`src/rtl/rv_fetch_if.sv`:
```
// rtl/rv_fetch_if.sv - fetch front-end bundle: imem request/response, decode handshake, redirect
interface rv_fetch_if #(
    parameter int XLEN  = 32,
    parameter int DEPTH = 4
);
    localparam int CW = $clog2(DEPTH + 1);

    logic            imem_req_valid;
    logic            imem_req_ready;
    logic [XLEN-1:0] imem_req_addr;
    logic            imem_rsp_valid;
    logic [XLEN-1:0] imem_rsp_data;
    logic            inst_valid;
    logic            inst_ready;
    logic [XLEN-1:0] inst_data;
    logic [XLEN-1:0] inst_pc;
    logic            redirect_valid;
    logic [XLEN-1:0] redirect_pc;
    logic [CW-1:0]   occupancy;

    modport master (
        output imem_req_valid, imem_req_addr, inst_valid, inst_data, inst_pc, occupancy,
        input  imem_req_ready, imem_rsp_valid, imem_rsp_data, inst_ready, redirect_valid, redirect_pc
    );

    modport slave (
        input  imem_req_valid, imem_req_addr, inst_valid, inst_data, inst_pc, occupancy,
        output imem_req_ready, imem_rsp_valid, imem_rsp_data, inst_ready, redirect_valid, redirect_pc
    );
endinterface

```
`src/rtl/rv_fetch_queue.sv`:
```
// rtl/rv_fetch_queue.sv - credit-limited instruction fetch queue with redirect flush
module rv_fetch_queue #(
    parameter int              XLEN     = 32,
    parameter int              DEPTH    = 4,
    parameter logic [XLEN-1:0] RESET_PC = '0
) (
    input logic         clk,
    input logic         rst,
    rv_fetch_if.master  bus
);
    localparam int CW = $clog2(DEPTH + 1);
    localparam int AW = $clog2(DEPTH);

    logic [XLEN-1:0] fetch_pc;
    logic [XLEN-1:0] rsp_pc;
    logic [CW-1:0]   count;
    logic [CW-1:0]   inflight;
    logic [CW-1:0]   discard;
    logic [AW-1:0]   wptr;
    logic [AW-1:0]   rptr;
    logic [XLEN-1:0] q_data [DEPTH];
    logic [XLEN-1:0] q_pc   [DEPTH];

    logic            credit;
    logic            req_fire;
    logic            rsp_live;
    logic            push;
    logic            pop;
    logic [CW-1:0]   inflight_nxt;
    logic [XLEN-1:0] target_pc;

    // Stale requests still count against credit until their responses drain.
    assign credit    = ({1'b0, count} + {1'b0, inflight}) < (CW+1)'(DEPTH);
    assign req_fire  = bus.imem_req_valid && bus.imem_req_ready;
    assign rsp_live  = bus.imem_rsp_valid && (inflight != '0);
    assign push      = rsp_live && (discard == '0) && !bus.redirect_valid;
    assign pop       = (count != '0) && bus.inst_ready && !bus.redirect_valid;
    assign target_pc = bus.redirect_pc & ~XLEN'(3);

    assign inflight_nxt = inflight + CW'(req_fire) - CW'(rsp_live);

    assign bus.imem_req_valid = !rst && !bus.redirect_valid && credit;
    assign bus.imem_req_addr  = fetch_pc;
    assign bus.inst_valid     = (count != '0);
    assign bus.inst_data      = bus.inst_valid ? q_data[rptr] : '0;
    assign bus.inst_pc        = bus.inst_valid ? q_pc[rptr]   : '0;
    assign bus.occupancy      = count;

    always_ff @(posedge clk or posedge rst) begin
        if (rst) begin
            fetch_pc <= RESET_PC;
            rsp_pc   <= RESET_PC;
            count    <= '0;
            inflight <= '0;
            discard  <= '0;
            wptr     <= '0;
            rptr     <= '0;
        end else begin
            inflight <= inflight_nxt;
            if (bus.redirect_valid) begin
                // Everything still outstanding after this cycle belongs to the old path.
                fetch_pc <= target_pc;
                rsp_pc   <= target_pc;
                count    <= '0;
                wptr     <= '0;
                rptr     <= '0;
                discard  <= inflight_nxt;
            end else begin
                if (req_fire)
                    fetch_pc <= fetch_pc + XLEN'(4);
                if (rsp_live && (discard != '0))
                    discard <= discard - CW'(1);
                if (push) begin
                    wptr   <= wptr + AW'(1);
                    rsp_pc <= rsp_pc + XLEN'(4);
                end
                if (pop)
                    rptr <= rptr + AW'(1);
                count <= count + CW'(push) - CW'(pop);
            end
        end
    end

    always_ff @(posedge clk) begin
        if (push) begin
            q_data[wptr] <= bus.imem_rsp_data;
            q_pc[wptr]   <= rsp_pc;
        end
    end
endmodule
```
`src/flat_wrapper.sv`:
```
// flat-port wrapper written by rule: the top's interface ports become plain ports
module rv_fetch_queue_flat 
#(
    parameter int              XLEN     = 32,
    parameter int              DEPTH    = 4,
    parameter logic [XLEN-1:0] RESET_PC = '0
)
  (clk, rst, bus_imem_req_valid, bus_imem_req_addr, bus_inst_valid, bus_inst_data, bus_inst_pc, bus_occupancy, bus_imem_req_ready, bus_imem_rsp_valid, bus_imem_rsp_data, bus_inst_ready, bus_redirect_valid, bus_redirect_pc);
  rv_fetch_if #(.XLEN(XLEN), .DEPTH(DEPTH)) bus_i ();
  input logic clk;
  input logic rst;
  output wire logic [$bits(bus_i.imem_req_valid)-1:0] bus_imem_req_valid;
  output wire logic [$bits(bus_i.imem_req_addr)-1:0] bus_imem_req_addr;
  output wire logic [$bits(bus_i.inst_valid)-1:0] bus_inst_valid;
  output wire logic [$bits(bus_i.inst_data)-1:0] bus_inst_data;
  output wire logic [$bits(bus_i.inst_pc)-1:0] bus_inst_pc;
  output wire logic [$bits(bus_i.occupancy)-1:0] bus_occupancy;
  input wire logic [$bits(bus_i.imem_req_ready)-1:0] bus_imem_req_ready;
  input wire logic [$bits(bus_i.imem_rsp_valid)-1:0] bus_imem_rsp_valid;
  input wire logic [$bits(bus_i.imem_rsp_data)-1:0] bus_imem_rsp_data;
  input wire logic [$bits(bus_i.inst_ready)-1:0] bus_inst_ready;
  input wire logic [$bits(bus_i.redirect_valid)-1:0] bus_redirect_valid;
  input wire logic [$bits(bus_i.redirect_pc)-1:0] bus_redirect_pc;
  assign bus_imem_req_valid = bus_i.imem_req_valid;
  assign bus_imem_req_addr = bus_i.imem_req_addr;
  assign bus_inst_valid = bus_i.inst_valid;
  assign bus_inst_data = bus_i.inst_data;
  assign bus_inst_pc = bus_i.inst_pc;
  assign bus_occupancy = bus_i.occupancy;
  assign bus_i.imem_req_ready = bus_imem_req_ready;
  assign bus_i.imem_rsp_valid = bus_imem_rsp_valid;
  assign bus_i.imem_rsp_data = bus_imem_rsp_data;
  assign bus_i.inst_ready = bus_inst_ready;
  assign bus_i.redirect_valid = bus_redirect_valid;
  assign bus_i.redirect_pc = bus_redirect_pc;
  rv_fetch_queue #(.XLEN(XLEN), .DEPTH(DEPTH), .RESET_PC(RESET_PC)) u_core (.clk(clk), .rst(rst), .bus(bus_i));
endmodule
```
`config.mk`:
```
export PLATFORM = sky130hd
export DESIGN_NAME = rv_fetch_queue_flat
export DESIGN_NICKNAME = d
export VERILOG_FILES = /design/src/rtl/rv_fetch_if.sv /design/src/rtl/rv_fetch_queue.sv /design/src/flat_wrapper.sv
export SDC_FILE = /design/constraint.sdc
export NUM_CORES = 1
export LEC_CHECK = 0
export ABC_CLOCK_PERIOD_IN_PS = 4100
export BUFFER_PORTS_ARGS = -buffer_cell sky130_fd_sc_hd__buf_2
export CAP_MARGIN = 25
export CORE_MARGIN = 8
export CORE_UTILIZATION = 30
export DETAILED_ROUTE_END_ITERATION = 8
export PLACE_DENSITY = 0.44
export SLEW_MARGIN = 10
export SYNTH_ARGS = -nofsm -noshare
export SYNTH_HDL_FRONTEND = slang
export SYNTH_SLANG_ARGS = --single-unit
```
`constraint.sdc`:
```
create_clock -name clk -period 4.1 [get_ports clk]
set_input_delay 0.205 -clock clk [delete_from_list [all_inputs] [get_ports clk]]
set_output_delay 0.205 -clock clk [all_outputs]
set_load 0.02 [all_outputs]
```
=== Word level (Yosys, flattened, before mapping) ===
Memory sizes are Yosys's and may differ from the RTL's.
Index checks and enable logic that the tools add are counted.
W data, S select, Z words.

* $add $sub $neg: 10
* Order comparisons: 1
* Mux-type cells: 15
* Reductions and logical operators: 19

{| class="wikitable"
|+ Operators with widths
! kind !! number
|-
| $mux W32 || 6
|-
| $add A32 B3 Y32 const B || 2
|-
| $logic_and A1 B1 Y1 || 9
|-
| $mux W3 || 3
|-
| $reduce_bool A3 Y1 || 3
|-
| $mux W2 || 4
|-
| $reduce_bool A2 Y1 || 4
|-
| $add A3 B1 Y3 || 2
|-
| $sub A3 B1 Y3 || 2
|-
| $add A2 B1 Y2 const B || 2
|-
| $add A3 B3 Y4 || 1
|-
| $lt A4 B3 Y1 const B || 1
|-
| $logic_not A3 Y1 || 1
|-
| $sub A3 B1 Y3 const B || 1
|-
| $logic_not A1 Y1 || 2
|-
| $mux W1 || 2
|}

* Register bits: 77
* RAM bits: 256
* Bits of input ports: 70
* Output and inout port bits: 101
* Logic and storage cells: 54
* Memories kept: 2

{| class="wikitable"
|+ Memory list
! memory !! depth !! bits a word !! rd ports !! clocked after Yosys merged registers in !! write ports !! line !! RTL
|-
| u_core.q_data || 4 || 32 || 1 || 0 || 1 || rv_fetch_queue.sv:21 || <nowiki>logic [XLEN-1:0] q_data [DEPTH];</nowiki>
|-
| u_core.q_pc || 4 || 32 || 1 || 0 || 1 || rv_fetch_queue.sv:22 || <nowiki>logic [XLEN-1:0] q_pc [DEPTH];</nowiki>
|}

=== Logic depth before layout (Yosys ltp) ===
* Word-level depth: 7
* Depth in mapped cells: 12
* Depth with buffers taken out: 10

=== Worst setup path before layout ===
OpenSTA, ideal clock, no wires.

* Path type: flip-flop to flip-flop
* Start point: register u_core.discard[0]
* End point: memory u_core.q_data[0][0], enable pin
* Setup time: 426 ps
* Arrival: 2554 ps
* Data required time: 3674 ps
* Path slack: 1120 ps
* Cell stages (with the launch flop): 6
* Path buffers: 0
* Clock period less this slack: 2980 ps
* Path through: dfrtp_1 -> inv_1 -> ha_1 -> nand3b_4 -> nor3_1 -> and2_1

* Longest elaborated chain between the ends: 5

{| class="wikitable"
|+ Ends and longest elaborated chain
! element !! line !! RTL
|-
| from (decl) || rv_fetch_queue.sv:18 || <nowiki>logic [CW-1:0] discard;</nowiki>
|-
| from (signal assigned) || rv_fetch_queue.sv:67 || <nowiki>discard <= inflight_nxt;</nowiki>
|-
| from (signal assigned) || rv_fetch_queue.sv:72 || <nowiki>discard <= discard - CW'(1);</nowiki>
|-
| $logic_not A3 Y1 || rv_fetch_queue.sv:36 || <nowiki>assign push = rsp_live && (discard == '0) && !bus.redirect_valid;</nowiki>
|-
| $logic_and A1 B1 Y1 (2 in series) || rv_fetch_queue.sv:36 ||
|-
| $mux W1 || rv_fetch_queue.sv:85 || <nowiki>if (push) begin</nowiki>
|-
| $mux W1 (not written as such) || rv_fetch_queue.sv:86 || <nowiki>q_data[wptr] <= bus.imem_rsp_data;</nowiki>
|-
| to (decl) || rv_fetch_queue.sv:21 ||
|}

No other way between the ends.

=== Worst setup path after layout ===
* Start point: register u_core.rptr[0]
* End point: output bus_inst_pc[5]

* Longest elaborated chain between the ends: 2

{| class="wikitable"
|+ Ends and longest elaborated chain
! element !! line !! RTL
|-
| from (decl) || rv_fetch_queue.sv:20 || <nowiki>logic [AW-1:0] rptr;</nowiki>
|-
| from (signal assigned) || rv_fetch_queue.sv:78 || <nowiki>rptr <= rptr + AW'(1);</nowiki>
|-
| $mem_v2 Z4 W32 || - ||
|-
| $mux W32 || rv_fetch_queue.sv:46 || <nowiki>assign bus.inst_pc = bus.inst_valid ? q_pc[rptr] : '0;</nowiki>
|-
| to (decl) || flat_wrapper.sv:16 || <nowiki>output wire logic [$bits(bus_i.inst_pc)-1:0] bus_inst_pc;</nowiki>
|}

No other way between the ends.

==> results.rst <==
.. list-table::
   :header-rows: 1

   * - Metric
     - Value
   * - Maximum number of pins on one net before global-route repair
     - 65
   * - Total stage count of the critical path
     - 4
   * - Global-route wire length before repair
     - 52900 um
   * - Number of DRC markers after the initial detailed-route iteration
     - 412
   * - Static Leakage
     - 6.21 nW
   * - Vias
     - 8038
   * - Via-to-Cell Ratio
     - 4.68
   * - Total of warnings raised by yosys
     - 0
   * - Cell depth of the worst hold path
     - 4
   * - Final number of hold-violating endpoints
     - 0
   * - Post-synthesis cell type count
     - 52
   * - Path depth of the worst reg2reg path
     - 6
   * - Final worst clock skew
     - 0.0102 ns
   * - Most numerous cell types in the synthesized netlist
     - 248 x edfxtp_1, 73 x dfrtp_1, 69 x and2_1
   * - Area overhead of the layout relative to synthesis
     - 26.0%
   * - Number of violations of the max-capacitance limit
     - 0
   * - Final critical path time including I/O delays and setup
     - 2.92 ns
   * - Final layout net count
     - 1175
   * - Largest fanout on the critical path
     - 30
   * - Final number of max-transition violations
     - 0
   * - Storage cell area
     - 0.00928 sq mm
   * - Worst reg2reg startpoint
     - u_core.discard[0]
   * - Number of search-and-repair iterations in the first detailed-routing pass
     - 4
   * - Area fraction of the dominant cell type after synthesis
     - 0.546
   * - Power density over the cells
     - 585 mW/mm^2
   * - Synth async-reset ratio
     - 0.227
   * - Start-to-end type of the worst setup path
     - register to output port
   * - Die footprint
     - 0.0525 sq mm
   * - Worst IR Drop VDD
     - 0.250 mV
   * - Max clock buf depth
     - 3
   * - Core Box Area
     - 0.0451 sq mm
   * - Area of placed instances
     - 0.0152 sq mm
   * - Endpoint of the worst register-to-register path
     - u_core.q_pc[0][13]
   * - Synthesized flop and latch total
     - 321
   * - CP Data Arrival Time
     - 2.72 ns
   * - Rows
     - 78
   * - Effective utilization at floorplan
     - 0.302
   * - Critical path's top delay family
     - flip-flops
   * - Worst EP required
     - 3.89 ns
   * - Run status
     - complete, no violations
   * - Detail-routed net length per standard cell
     - 19.6 um
   * - Clock Root Buffer
     - clkbuf_16
   * - Post-route design area
     - 0.0172 sq mm
   * - Critical hold path startpoint
     - bus_inst_ready
   * - GRT Overall Usage
     - 0.129
   * - Peak Freq
     - 0.342 GHz
   * - Post-synth top flop
     - edfxtp_1
   * - TritonCTS clock tree
     - yes
   * - Number of I/O pins
     - 171
   * - Instance count after placement with tap cells included
     - 1588
   * - Number of inserted filler cells in the final layout
     - 4314
   * - Count of flip-flops with a built-in enable after synthesis
     - 248
   * - Post-CTS setup repair buffer count
     - 0
   * - Type of element launching the critical path
     - register
   * - Standard cell with the maximum stage delay on the critical path
     - dfrtp_4
   * - Die Wd
     - 229 um
   * - Antenna viol nets, final
     - 0
   * - Initial antenna violation count
     - 0
   * - Fin cells
     - 1719
   * - Worst path max stage delay
     - 0.85 ns
   * - Area of the multi-input gates
     - 0.00411 sq mm
   * - Worst slew margin relative to its limit
     - 0.373
   * - Placer's final routability congestion estimate
     - 0.742
   * - CP cell instances
     - buf_4, mux4_2, and2_1, buf_2
   * - Type of destination of the critical path
     - output port
   * - Via count of the first global-routing pass
     - 8677
   * - Total routed wirelength
     - 33800 um
   * - Power consumption
     - 10.1 mW
   * - R2r setup slk
     - 1.59 ns
   * - Leading post-synthesis cells by cell area
     - edfxtp_1 55%, dfrtp_1 13%, mux4_2 10%
   * - Port Buffers
     - 164
   * - Fin Setup TNS
     - 0 ns
   * - Post-synthesis instance total
     - 846
   * - Most frequent cell after synthesis
     - edfxtp_1
   * - Per-instance average area after synthesis
     - 16.1 sq um
   * - Cell type with the largest total area after synthesis
     - edfxtp_1
   * - Clock sink count
     - 321
   * - DRC Markers
     - 0
   * - Post-Synthesis Cell Area
     - 0.0136 sq mm
   * - Final Util
     - 0.381
   * - Unrepaired setup endpoints after global routing
     - no
   * - Chip Height
     - 229 um
   * - CP Buf/Inv Count
     - 2
   * - Proportion of layout cells with a drive suffix above 1
     - 0.303
   * - Crit share post-route
     - 0.713
   * - Slew at the pin closest to its max-slew limit
     - 0.933 ns
   * - Clock network latency to the later pin of the worst-skew pair
     - 0.53 ns
   * - Worst min-delay path endpoint
     - u_core.rptr[1]
   * - Type of the worst min-delay path
     - input pin to register
   * - Remaining global-route overflow
     - 0
   * - Clock-pin transition on the worst setup and hold timing paths
     - 0.06 ns
   * - TritonCTS Buffers
     - 38
   * - Dpl hpwl
     - 20800 um
   * - Sequential area share after synthesis
     - 0.680
   * - H-Tree Level Count
     - 2
   * - Final setup viols
     - 0
-- placed cells by master (no fill, tap or decap), types with 6 or more instances in the layout --
cell type	n
buf_4	12
nor2_1	27
and2_1	65
nand2_1	48
o21ai_0	35
clkinv_2	6
ha_1	14
mux4_2	62
o211ai_1	12
bufinv_16	7
dlygate4sd3_1	61
nor3_1	9
edfxtp_1	248
nand3_1	39
mux2_2	12
buf_2	164
inv_1	20
clkbuf_16	41
dfrtp_1	71
xnor2_1	20
nand4_1	21
xor2_1	25
-- stage by stage --
| step | hold WS (ns) | setup slack [ns] |
|---|---|---|
| 2_1_floorplan | 0.304 | 1.12 |
| 3_3_place_gp | 0.205 | 1.51 |
| 3_5_place_dp | 0.202 | 1.50 |
| 4_1_cts | 0.0448 | 1.04 |
| 5_1_grt | 0.0927 | 0.983 |
| 6_report | 0.0633 | 1.18 |
-- sequential cells by signal, summed over array words and instances, names as in the netlist --
register	count
u_core.bus.imem_req_addr	30
u_core.bus.occupancy	3
u_core.discard	3
u_core.inflight	3
u_core.q_data	128
u_core.q_pc	120
u_core.rptr	2
u_core.rsp_pc	30
u_core.wptr	2
-- worst max-delay path by stage --
stage	to	slack [ns]	start
after global placement	u_core.q_pc[0][10]	1.51	u_core.discard[0]
after global routing	bus_inst_pc[5]	0.98	u_core.rptr[0]
after CTS	bus_inst_pc[5]	1.04	u_core.rptr[0]
after floorplan	u_core.q_data[0][0]	1.12	u_core.discard[0]
after detailed placement	u_core.q_pc[0][17]	1.50	u_core.discard[0]
final	bus_inst_pc[5]	1.18	u_core.rptr[0]
-- worst register-to-register path, delay by kind of cell, from the launching register on --
kind,cells,cell delay [ns]
AND/OR/NAND/NOR,3,1.17
flip-flops,1,0.38
buffers and inverters,2,0.42
adder cells (fa/ha/maj),1,0.21
-- power by group --
| group | switching (mW) | leakage, nW | internal, mW |
|---|---|---|---|
| Sequential | 0.294 | 3.12 | 3.73 |
| Combinational | 1.37 | 2.43 | 1.02 |
| Clock | 1.34 | 0.659 | 2.29 |
-- cell families after synthesis --
family	after synthesis	synth area share
AO/OA/AOI/OAI	71	0.0318
other	1	0.000275
adder cells (fa/ha/maj)	16	0.0158
AND/OR/NAND/NOR	254	0.109
flip-flops	321	0.680
multiplexers	76	0.114
XOR/XNOR	45	0.0289
buffers and inverters	62	0.0199
-- per-layer routing --
layer / track usage / vias up / part of all wire
met4: 0.0377 / 0 / 0.020
met1: 0.175 / 4088 / 0.47
met2: 0.204 / 182 / 0.46
met3: 0.0286 / 42 / 0.048
li1: - / 3726 / -
met5: 0 / - / 0
-- timing repair --
action / in CTS / in global routing
hold buffers: 61 / 0
endpoints found under the hold margin: 195 / 0
resized for setup: 0 / 0
setup endpoints to repair: 0 / 0
-- layout make-up --
cell class                      count  area share
Sequential cell                   321       0.540
Multi-Input combinational cell    466       0.239
Timing Repair Buffer              241      0.0932
Clock buffer                       48      0.0624
Tap cell                          600      0.0437
Clock inverter                     21      0.0167
Inverter                           21     0.00459
Antenna cell                        1    0.000146
No activity file was read; power rests on OpenSTA's default activity.
